### src/rtl/kan_fixed_pkg.sv
// ---------------------------------------------------------------------------
// kan_fixed_pkg
//   Shared fixed-point helpers for the KAN activation pipeline.
//
//   Contents:
//     DEF_*          default data / scale formats (Q3.12 data, Q3.12 scale)
//     DEF_SAT_MAX/MIN  clamp bounds of the default signed data format
//     SAT_W, wide_t  wide signed working type used by sat_round
//     sat_round()    add half an output LSB, arithmetic shift, clamp to a
//                    signed out_width range
// ---------------------------------------------------------------------------
package kan_fixed_pkg;

  localparam int DEF_DATA_WIDTH       = 16;
  localparam int DEF_DATA_FRAC_BITS   = 12;
  localparam int DEF_SCALE_WIDTH      = 16;
  localparam int DEF_SCALE_FRAC_BITS  = 12;

  // Wide enough for any product this pipeline forms, so the rounding
  // offset can be added without risk of wrapping.
  localparam int SAT_W = 64;

  typedef logic signed [SAT_W-1:0] wide_t;

  localparam wide_t WIDE_ONE    = 64'sd1;
  localparam wide_t DEF_SAT_MAX = (WIDE_ONE <<< (DEF_DATA_WIDTH - 1)) - WIDE_ONE;
  localparam wide_t DEF_SAT_MIN = -(WIDE_ONE <<< (DEF_DATA_WIDTH - 1));

  // Round half toward +infinity (add half LSB, then floor via arithmetic
  // shift) and clamp into the signed out_width range. The caller narrows
  // the result to out_width bits; after clamping no information is lost.
  function automatic wide_t sat_round(input wide_t value,
                                      input int unsigned shift,
                                      input int unsigned out_width);
    wide_t rounded;
    wide_t hi;
    wide_t lo;
    if (shift == 0) begin
      rounded = value;
    end else begin
      rounded = (value + (WIDE_ONE <<< (shift - 1))) >>> shift;
    end
    hi = (WIDE_ONE <<< (out_width - 1)) - WIDE_ONE;
    lo = -(WIDE_ONE <<< (out_width - 1));
    if (rounded > hi) begin
      return hi;
    end else if (rounded < lo) begin
      return lo;
    end
    return rounded;
  endfunction

endpackage

### src/rtl/axis_join2.sv
// ---------------------------------------------------------------------------
// axis_join2
//   Two-input valid/ready join for one channel. A beat is taken from both
//   inputs in the same cycle or from neither; a lone valid waits forever.
//
//   Ports:
//     a_tvalid, b_tvalid  in   valids of the two joined streams
//     load_en             in   downstream stage can accept a beat this cycle
//     a_tready, b_tready  out  readies back to the two streams
//     fire                out  joint handshake completes this cycle
// ---------------------------------------------------------------------------
module axis_join2 (
  input  logic a_tvalid,
  input  logic b_tvalid,
  input  logic load_en,
  output logic a_tready,
  output logic b_tready,
  output logic fire
);

  // Each side's ready depends on the other side's valid, so neither stream
  // can complete a handshake on its own.
  assign a_tready = b_tvalid & load_en;
  assign b_tready = a_tvalid & load_en;
  assign fire     = a_tvalid & b_tvalid & load_en;

endmodule

### src/rtl/grid_scale_sub.sv
// ---------------------------------------------------------------------------
// grid_scale_sub
//   Pre-activation stage ahead of the sech^2 lookup: joins data x with grid
//   point g and produces sat((x - g) * scale) in the data format, per
//   channel, one beat per cycle, with full backpressure.
//
//   Pipeline per channel (3 registered stages, latency 3 when unstalled):
//     S1  join + subtract, capture scale and sideband
//     S2  signed multiply
//     S3  round half up, saturate, output register
//
//   Ports:
//     clk                      in   rising-edge clock
//     rst                      in   asynchronous, active-low reset
//     scale                    in   shared signed scale (quasi-static)
//     s_axis_0_*               x stream (tdata/tvalid/tready/tlast/tid/tdest/tuser)
//     s_axis_1_*               g stream (tdata/tvalid/tready/tlast)
//     m_axis_0_*               result stream; tkeep constant all ones,
//                              sideband forwarded from s_axis_0
// ---------------------------------------------------------------------------
module grid_scale_sub
  import kan_fixed_pkg::*;
#(
  parameter int DATA_WIDTH            = DEF_DATA_WIDTH,
  parameter int DATA_FRACTIONAL_BITS  = DEF_DATA_FRAC_BITS,
  parameter int SCALE_WIDTH           = DEF_SCALE_WIDTH,
  parameter int SCALE_FRACTIONAL_BITS = DEF_SCALE_FRAC_BITS,
  parameter int ID_ENABLE             = 0,
  parameter int ID_WIDTH              = 1,
  parameter int DEST_ENABLE           = 0,
  parameter int DEST_WIDTH            = 1,
  parameter int USER_ENABLE           = 0,
  parameter int USER_WIDTH            = 1,
  parameter int CHANNELS              = 1
) (
  input  logic                                    clk,
  input  logic                                    rst,
  input  logic [SCALE_WIDTH-1:0]                  scale,

  input  logic [CHANNELS*DATA_WIDTH-1:0]          s_axis_0_tdata,
  input  logic [CHANNELS-1:0]                     s_axis_0_tvalid,
  output logic [CHANNELS-1:0]                     s_axis_0_tready,
  input  logic [CHANNELS-1:0]                     s_axis_0_tlast,
  input  logic [CHANNELS*ID_WIDTH-1:0]            s_axis_0_tid,
  input  logic [CHANNELS*DEST_WIDTH-1:0]          s_axis_0_tdest,
  input  logic [CHANNELS*USER_WIDTH-1:0]          s_axis_0_tuser,

  input  logic [CHANNELS*DATA_WIDTH-1:0]          s_axis_1_tdata,
  input  logic [CHANNELS-1:0]                     s_axis_1_tvalid,
  output logic [CHANNELS-1:0]                     s_axis_1_tready,
  input  logic [CHANNELS-1:0]                     s_axis_1_tlast,

  output logic [CHANNELS*DATA_WIDTH-1:0]          m_axis_0_tdata,
  output logic [CHANNELS*((DATA_WIDTH+7)/8)-1:0]  m_axis_0_tkeep,
  output logic [CHANNELS-1:0]                     m_axis_0_tvalid,
  input  logic [CHANNELS-1:0]                     m_axis_0_tready,
  output logic [CHANNELS-1:0]                     m_axis_0_tlast,
  output logic [CHANNELS*ID_WIDTH-1:0]            m_axis_0_tid,
  output logic [CHANNELS*DEST_WIDTH-1:0]          m_axis_0_tdest,
  output logic [CHANNELS*USER_WIDTH-1:0]          m_axis_0_tuser
);

  localparam int DIFF_W = DATA_WIDTH + 1;
  localparam int PROD_W = DIFF_W + SCALE_WIDTH;
  // The product carries DATA + SCALE fractional bits; dropping the scale's
  // fractional bits returns it to the data format.
  localparam int RES_SHIFT = DATA_FRACTIONAL_BITS + SCALE_FRACTIONAL_BITS
                             - DATA_FRACTIONAL_BITS;

  assign m_axis_0_tkeep = '1;

  for (genvar gi = 0; gi < CHANNELS; gi++) begin : g_ch

    logic [DATA_WIDTH-1:0] x_in;
    logic [DATA_WIDTH-1:0] g_in;
    assign x_in = s_axis_0_tdata[gi*DATA_WIDTH +: DATA_WIDTH];
    assign g_in = s_axis_1_tdata[gi*DATA_WIDTH +: DATA_WIDTH];

    // Stage registers
    logic                          s1_valid_q, s1_valid_d;
    logic signed [DIFF_W-1:0]      s1_diff_q,  s1_diff_d;
    logic signed [SCALE_WIDTH-1:0] s1_scale_q, s1_scale_d;
    logic                          s1_last_q,  s1_last_d;
    logic [ID_WIDTH-1:0]           s1_id_q,    s1_id_d;
    logic [DEST_WIDTH-1:0]         s1_dest_q,  s1_dest_d;
    logic [USER_WIDTH-1:0]         s1_user_q,  s1_user_d;

    logic                          s2_valid_q, s2_valid_d;
    logic signed [PROD_W-1:0]      s2_prod_q,  s2_prod_d;
    logic                          s2_last_q,  s2_last_d;
    logic [ID_WIDTH-1:0]           s2_id_q,    s2_id_d;
    logic [DEST_WIDTH-1:0]         s2_dest_q,  s2_dest_d;
    logic [USER_WIDTH-1:0]         s2_user_q,  s2_user_d;

    logic                          s3_valid_q, s3_valid_d;
    logic [DATA_WIDTH-1:0]         s3_data_q,  s3_data_d;
    logic                          s3_last_q,  s3_last_d;
    logic [ID_WIDTH-1:0]           s3_id_q,    s3_id_d;
    logic [DEST_WIDTH-1:0]         s3_dest_q,  s3_dest_d;
    logic [USER_WIDTH-1:0]         s3_user_q,  s3_user_d;

    // A stage may load when it is empty or is emptying into the next stage
    // this cycle. Chaining these lets bubbles collapse.
    logic s3_load;
    logic s2_load;
    logic s1_load;
    logic fire;

    assign s3_load = ~s3_valid_q | m_axis_0_tready[gi];
    assign s2_load = ~s2_valid_q | s3_load;
    // rst gates intake so neither input sees tready while reset is held.
    assign s1_load = rst & (~s1_valid_q | s2_load);

    axis_join2 u_join (
      .a_tvalid (s_axis_0_tvalid[gi]),
      .b_tvalid (s_axis_1_tvalid[gi]),
      .load_en  (s1_load),
      .a_tready (s_axis_0_tready[gi]),
      .b_tready (s_axis_1_tready[gi]),
      .fire     (fire)
    );

    always_comb begin
      s1_valid_d = s1_valid_q;
      s1_diff_d  = s1_diff_q;
      s1_scale_d = s1_scale_q;
      s1_last_d  = s1_last_q;
      s1_id_d    = s1_id_q;
      s1_dest_d  = s1_dest_q;
      s1_user_d  = s1_user_q;

      s2_valid_d = s2_valid_q;
      s2_prod_d  = s2_prod_q;
      s2_last_d  = s2_last_q;
      s2_id_d    = s2_id_q;
      s2_dest_d  = s2_dest_q;
      s2_user_d  = s2_user_q;

      s3_valid_d = s3_valid_q;
      s3_data_d  = s3_data_q;
      s3_last_d  = s3_last_q;
      s3_id_d    = s3_id_q;
      s3_dest_d  = s3_dest_q;
      s3_user_d  = s3_user_q;

      // S1: one extra bit keeps x - g exact for any operand pair.
      if (s1_load) begin
        s1_valid_d = fire;
        if (fire) begin
          s1_diff_d  = $signed({x_in[DATA_WIDTH-1], x_in})
                     - $signed({g_in[DATA_WIDTH-1], g_in});
          s1_scale_d = $signed(scale);
          s1_last_d  = s_axis_0_tlast[gi] | s_axis_1_tlast[gi];
          s1_id_d    = (ID_ENABLE != 0)
                       ? s_axis_0_tid[gi*ID_WIDTH +: ID_WIDTH] : '0;
          s1_dest_d  = (DEST_ENABLE != 0)
                       ? s_axis_0_tdest[gi*DEST_WIDTH +: DEST_WIDTH] : '0;
          s1_user_d  = (USER_ENABLE != 0)
                       ? s_axis_0_tuser[gi*USER_WIDTH +: USER_WIDTH] : '0;
        end
      end

      // S2: operands sign-extended to the full product width so the
      // truncated product is the exact signed result.
      if (s2_load) begin
        s2_valid_d = s1_valid_q;
        if (s1_valid_q) begin
          s2_prod_d = $signed({{SCALE_WIDTH{s1_diff_q[DIFF_W-1]}}, s1_diff_q})
                    * $signed({{DIFF_W{s1_scale_q[SCALE_WIDTH-1]}}, s1_scale_q});
          s2_last_d = s1_last_q;
          s2_id_d   = s1_id_q;
          s2_dest_d = s1_dest_q;
          s2_user_d = s1_user_q;
        end
      end

      // S3: output register; only changes while empty or being popped, so
      // a stalled beat holds every output bit steady.
      if (s3_load) begin
        s3_valid_d = s2_valid_q;
        if (s2_valid_q) begin
          s3_data_d = DATA_WIDTH'(sat_round(SAT_W'(s2_prod_q),
                                            RES_SHIFT, DATA_WIDTH));
          s3_last_d = s2_last_q;
          s3_id_d   = s2_id_q;
          s3_dest_d = s2_dest_q;
          s3_user_d = s2_user_q;
        end
      end
    end

    always_ff @(posedge clk or negedge rst) begin
      if (!rst) begin
        s1_valid_q <= 1'b0;
        s1_diff_q  <= '0;
        s1_scale_q <= '0;
        s1_last_q  <= 1'b0;
        s1_id_q    <= '0;
        s1_dest_q  <= '0;
        s1_user_q  <= '0;
        s2_valid_q <= 1'b0;
        s2_prod_q  <= '0;
        s2_last_q  <= 1'b0;
        s2_id_q    <= '0;
        s2_dest_q  <= '0;
        s2_user_q  <= '0;
        s3_valid_q <= 1'b0;
        s3_data_q  <= '0;
        s3_last_q  <= 1'b0;
        s3_id_q    <= '0;
        s3_dest_q  <= '0;
        s3_user_q  <= '0;
      end else begin
        s1_valid_q <= s1_valid_d;
        s1_diff_q  <= s1_diff_d;
        s1_scale_q <= s1_scale_d;
        s1_last_q  <= s1_last_d;
        s1_id_q    <= s1_id_d;
        s1_dest_q  <= s1_dest_d;
        s1_user_q  <= s1_user_d;
        s2_valid_q <= s2_valid_d;
        s2_prod_q  <= s2_prod_d;
        s2_last_q  <= s2_last_d;
        s2_id_q    <= s2_id_d;
        s2_dest_q  <= s2_dest_d;
        s2_user_q  <= s2_user_d;
        s3_valid_q <= s3_valid_d;
        s3_data_q  <= s3_data_d;
        s3_last_q  <= s3_last_d;
        s3_id_q    <= s3_id_d;
        s3_dest_q  <= s3_dest_d;
        s3_user_q  <= s3_user_d;
      end
    end

    assign m_axis_0_tvalid[gi]                            = s3_valid_q;
    assign m_axis_0_tdata[gi*DATA_WIDTH +: DATA_WIDTH]    = s3_data_q;
    assign m_axis_0_tlast[gi]                             = s3_last_q;
    assign m_axis_0_tid[gi*ID_WIDTH +: ID_WIDTH]          = s3_id_q;
    assign m_axis_0_tdest[gi*DEST_WIDTH +: DEST_WIDTH]    = s3_dest_q;
    assign m_axis_0_tuser[gi*USER_WIDTH +: USER_WIDTH]    = s3_user_q;

  end

endmodule

### config.mk
export PLATFORM = sky130hd
export DESIGN_NAME = grid_scale_sub
export DESIGN_NICKNAME = d
export VERILOG_FILES = /design/src/rtl/kan_fixed_pkg.sv /design/src/rtl/axis_join2.sv /design/src/rtl/grid_scale_sub.sv
export SDC_FILE = /design/constraint.sdc
export NUM_CORES = 1
export LEC_CHECK = 0
export ABC_AREA = 1
export CAP_MARGIN = 20
export CORE_ASPECT_RATIO = 0.8
export CORE_MARGIN = 1.5
export CORE_UTILIZATION = 61
export CTS_CLUSTER_SIZE = 10
export DETAILED_ROUTE_END_ITERATION = 12
export PLACE_DENSITY = 0.87
export SLEW_MARGIN = 40
export SYNTH_ARGS = -nofsm -noshare
export SYNTH_HDL_FRONTEND = slang
export SYNTH_SLANG_ARGS = --single-unit
### constraint.sdc
create_clock -name clk -period 14.4 [get_ports clk]
set_input_delay 1.44 -clock clk [delete_from_list [all_inputs] [get_ports clk]]
set_output_delay 1.44 -clock clk [all_outputs]
set_load 0.1 [all_outputs]
==> metrics.csv <==
stage,metric,value,unit
outcome,outcome,completed,
grt,grt_remaining_overflow,0,
timing,max_freq,145,MHz
timing,final_hold_viol_count,0,
logic_synthesis,ys_ff_latch,77,
die,num_io_pins,83,
die,row_count,51,
timing,tns,0,ps
timing,tightest_slew,854,ps
logic_synthesis,synth.distinct_cells,45,
critical_path,worst_setup_path_end_kind,flop,
critical_path,endpoint,g_ch[0].s2_prod_q[31],
clock_tree,cts_resized,0,
logic_synthesis,avgSynthCellArea,7.59,µm²
clock_tree,cts-root-buf,clkbuf_16,
critical_path,r2r_end,g_ch[0].s2_prod_q[31],
clock_tree,cts_sinks,77,
clock_tree,clk_latency,360,ps
timing,slew_violations,0,
critical_path,rr_worst_depth,19,
clock_tree,cts_buffer_depth,2,
logic_synthesis,yosysWarnings,0,
finish,drive_above_1_share,4.04,%
grt,grt_pass1_wl,64700,µm
routing,wl_per_cell,15.7,µm
flow_run,maxCapViolations,0,
finish,n_antenna_cell,0,
grt,grt_usage,30.7,%
critical_path,worstPathRequired,14650,ps
placed_design,place_congestion,0.968,
placed_design,hpwl,30300,µm
timing,finalSetupViolations,0,
routing,drtIter0Drc,1038,
finish,final_cell_mix,"inv_1 (572), nand2_1 (530), fa_1 (276)",
logic_synthesis,netlist_area,0.0155,mm²
routing,vias,12800,
routing,drtAntennaViolNets,0,
finish,final_common_cell,inv_1,
critical_path,crit_start,g_ch[0].s1_scale_q[1],
clock_tree,cts_tree,built,
finish,syn2layout_area_growth,6.58,%
timing,max-slew-margin-rel,43.1,%
timing,period_minus_slack,6920,ps
die,core_area,0.0246,mm²
worst_hold_path,min_path_type,reg -> reg,
die,die_w,181,µm
logic_synthesis,ys_seq_area_share,12.4,%
routing,drt-pass1-iter-count,6,
critical_path,r2r_start,g_ch[0].s1_scale_q[1],
critical_path,crit_type,reg -> reg,
clock_tree,cts_buffers,9,
timing,finClkSkew,16.6,ps
die,die_area,0.0263,mm²
grt,antenna_found_initial,0,
grt,grt_pass1_vias,13500,
routing,remaining_drc_errors,0,
critical_path,ff2ff_setup_slack,7480,ps
clock_tree,hold_buffers,0,
routing,vias_per_cell,5.39,
critical_path,crit_path_start_kind,flop,
placed_design,io_buffers,74,
clock_tree,cts_max_level,3,
timing,fin_crit_sh,48.1,%
grt,grt_max_degree,79,
clock_tree,post_cts_buffers,0,
logic_synthesis,syn_inst,2039,
critical_path,cp.arrival,7170,ps
routing,routed_wl,37200,µm
finish,final_core_util,67.0,%
die,start_util,62.8,%
clock_tree,clk_pin_slew,70,ps
finish,fin_nets,2481,
critical_path,crit_fanout,17,
placed_design,place_area,0.0162,mm²
die,die_h,145,µm
finish,final_area,0.0165,mm²
timing,rsz0062_at_grt,false,
==> cell families after synthesis <==
kind of cell / count (synthesis) / share of synthesized area (%)
and+or+nand+nor: 733 / 19.4
buffers and inverters: 657 / 16.2
adders and majority gates: 374 / 43.6
AOI/OAI and AO/OA: 154 / 5.92
DFF: 77 / 12.4
xor gates and xnor gates: 42 / 2.38
other: 2 / 0.0485
==> flip-flops by register name, summed over array words and instances (netlist names) <==
name	count
g_ch.s1_diff_q	17
g_ch.s1_last_q	1
g_ch.s1_scale_q	16
g_ch.s1_valid_q	1
g_ch.s2_last_q	1
g_ch.s2_prod_q	22
g_ch.s2_valid_q	1
m_axis_0_tdata	16
m_axis_0_tlast	1
m_axis_0_tvalid	1
==> layer usage <==
| layer | share of wire, % | global-route usage (%) |
|---|---|---|
| met5 | 0 | 0 |
| met4 | 3.0 | 10.5 |
| met3 | 8.2 | 6.01 |
| met2 | 47 | 49.4 |
| met1 | 42 | 41.8 |
==> worst min-delay path by stage <==
stage / slack, ps / to / start / depth (start not counted)
detailed placement: 470 / m_axis_0_tlast / m_axis_0_tlast / 2
finish: 480 / m_axis_0_tlast / m_axis_0_tlast / 2
floorplan: 440 / m_axis_0_tlast / g_ch[0].s2_last_q / 2
global route: 510 / m_axis_0_tlast / m_axis_0_tlast / 2
CTS: 480 / m_axis_0_tlast / m_axis_0_tlast / 2
global placement: 470 / m_axis_0_tvalid / g_ch[0].s2_valid_q / 2
==> worst max-delay path, cell delays in order, from the launching register on <==
cell and delay [ps]:
dfrtp_1 830, nand2_1 330, fa_1 850, fa_1 540, inv_1 400, fa_1 510, fa_1 490, fa_1 550
inv_1 60, fa_1 520, inv_1 40, ha_1 380, a21oi_1 290, o21ai_0 250, a21oi_1 170, o21ai_0 100
a31oi_1 240, nand3_1 110, nand3_1 90, nand2_1 60
==> layout make-up <==
cell class              count  area [µm²]
multi-input cells        1308       11100
fillers                  1967        8140
inverters                 574        2150
flip-flops and latches     77        1930
repair buffers             79         679
well taps                 318         398
clock buffers              11         243
clock inverters             5        36.3
==> cells in the mapped netlist, drive strengths merged <==
cell type  count  area (µm²)
xor2          16         140
and3           2        12.5
a21oi         58         339
a311o          1        10.0
fa           276        5530
dfrtp         77        1930
o21bai         9        67.6
nor2         101         437
o31ai          2        15.0
a21o          12        90.1
ha            98        1230
a21boi         3        22.5
nand2        538        2040
nand3b         5        37.5
o21a           2        15.0
and2           1        6.26
or2            7        43.8
nand4          9        56.3
a31oi          7        43.8
nand3         57         290
clkbuf        70         263
buf           13        86.3
o2111ai        1        8.76
nor3          12        70.1
clkinv         1        3.75
nor4           1        6.26
inv          573        2150
o211ai         1        7.51
o21ai         57         289
a211oi         1        7.51
xnor2         26         228
conb           2        7.51
==> through the flow <==
step | hold WS, ps | std cells | setup WS (ps)
6_report | 483 | 2372 | 7480
5_1_grt | 508 | 2372 | 7130
4_1_cts | 485 | 2372 | 7540
3_5_place_dp | 469 | 2356 | 7570
3_3_place_gp | 466 | 2356 | 7810
2_1_floorplan | 442 | 2042 | 8490
Power is left out: the tool's default activity adds up to more than one toggle a clock period on the data nets, which glitch-free logic cannot reach.
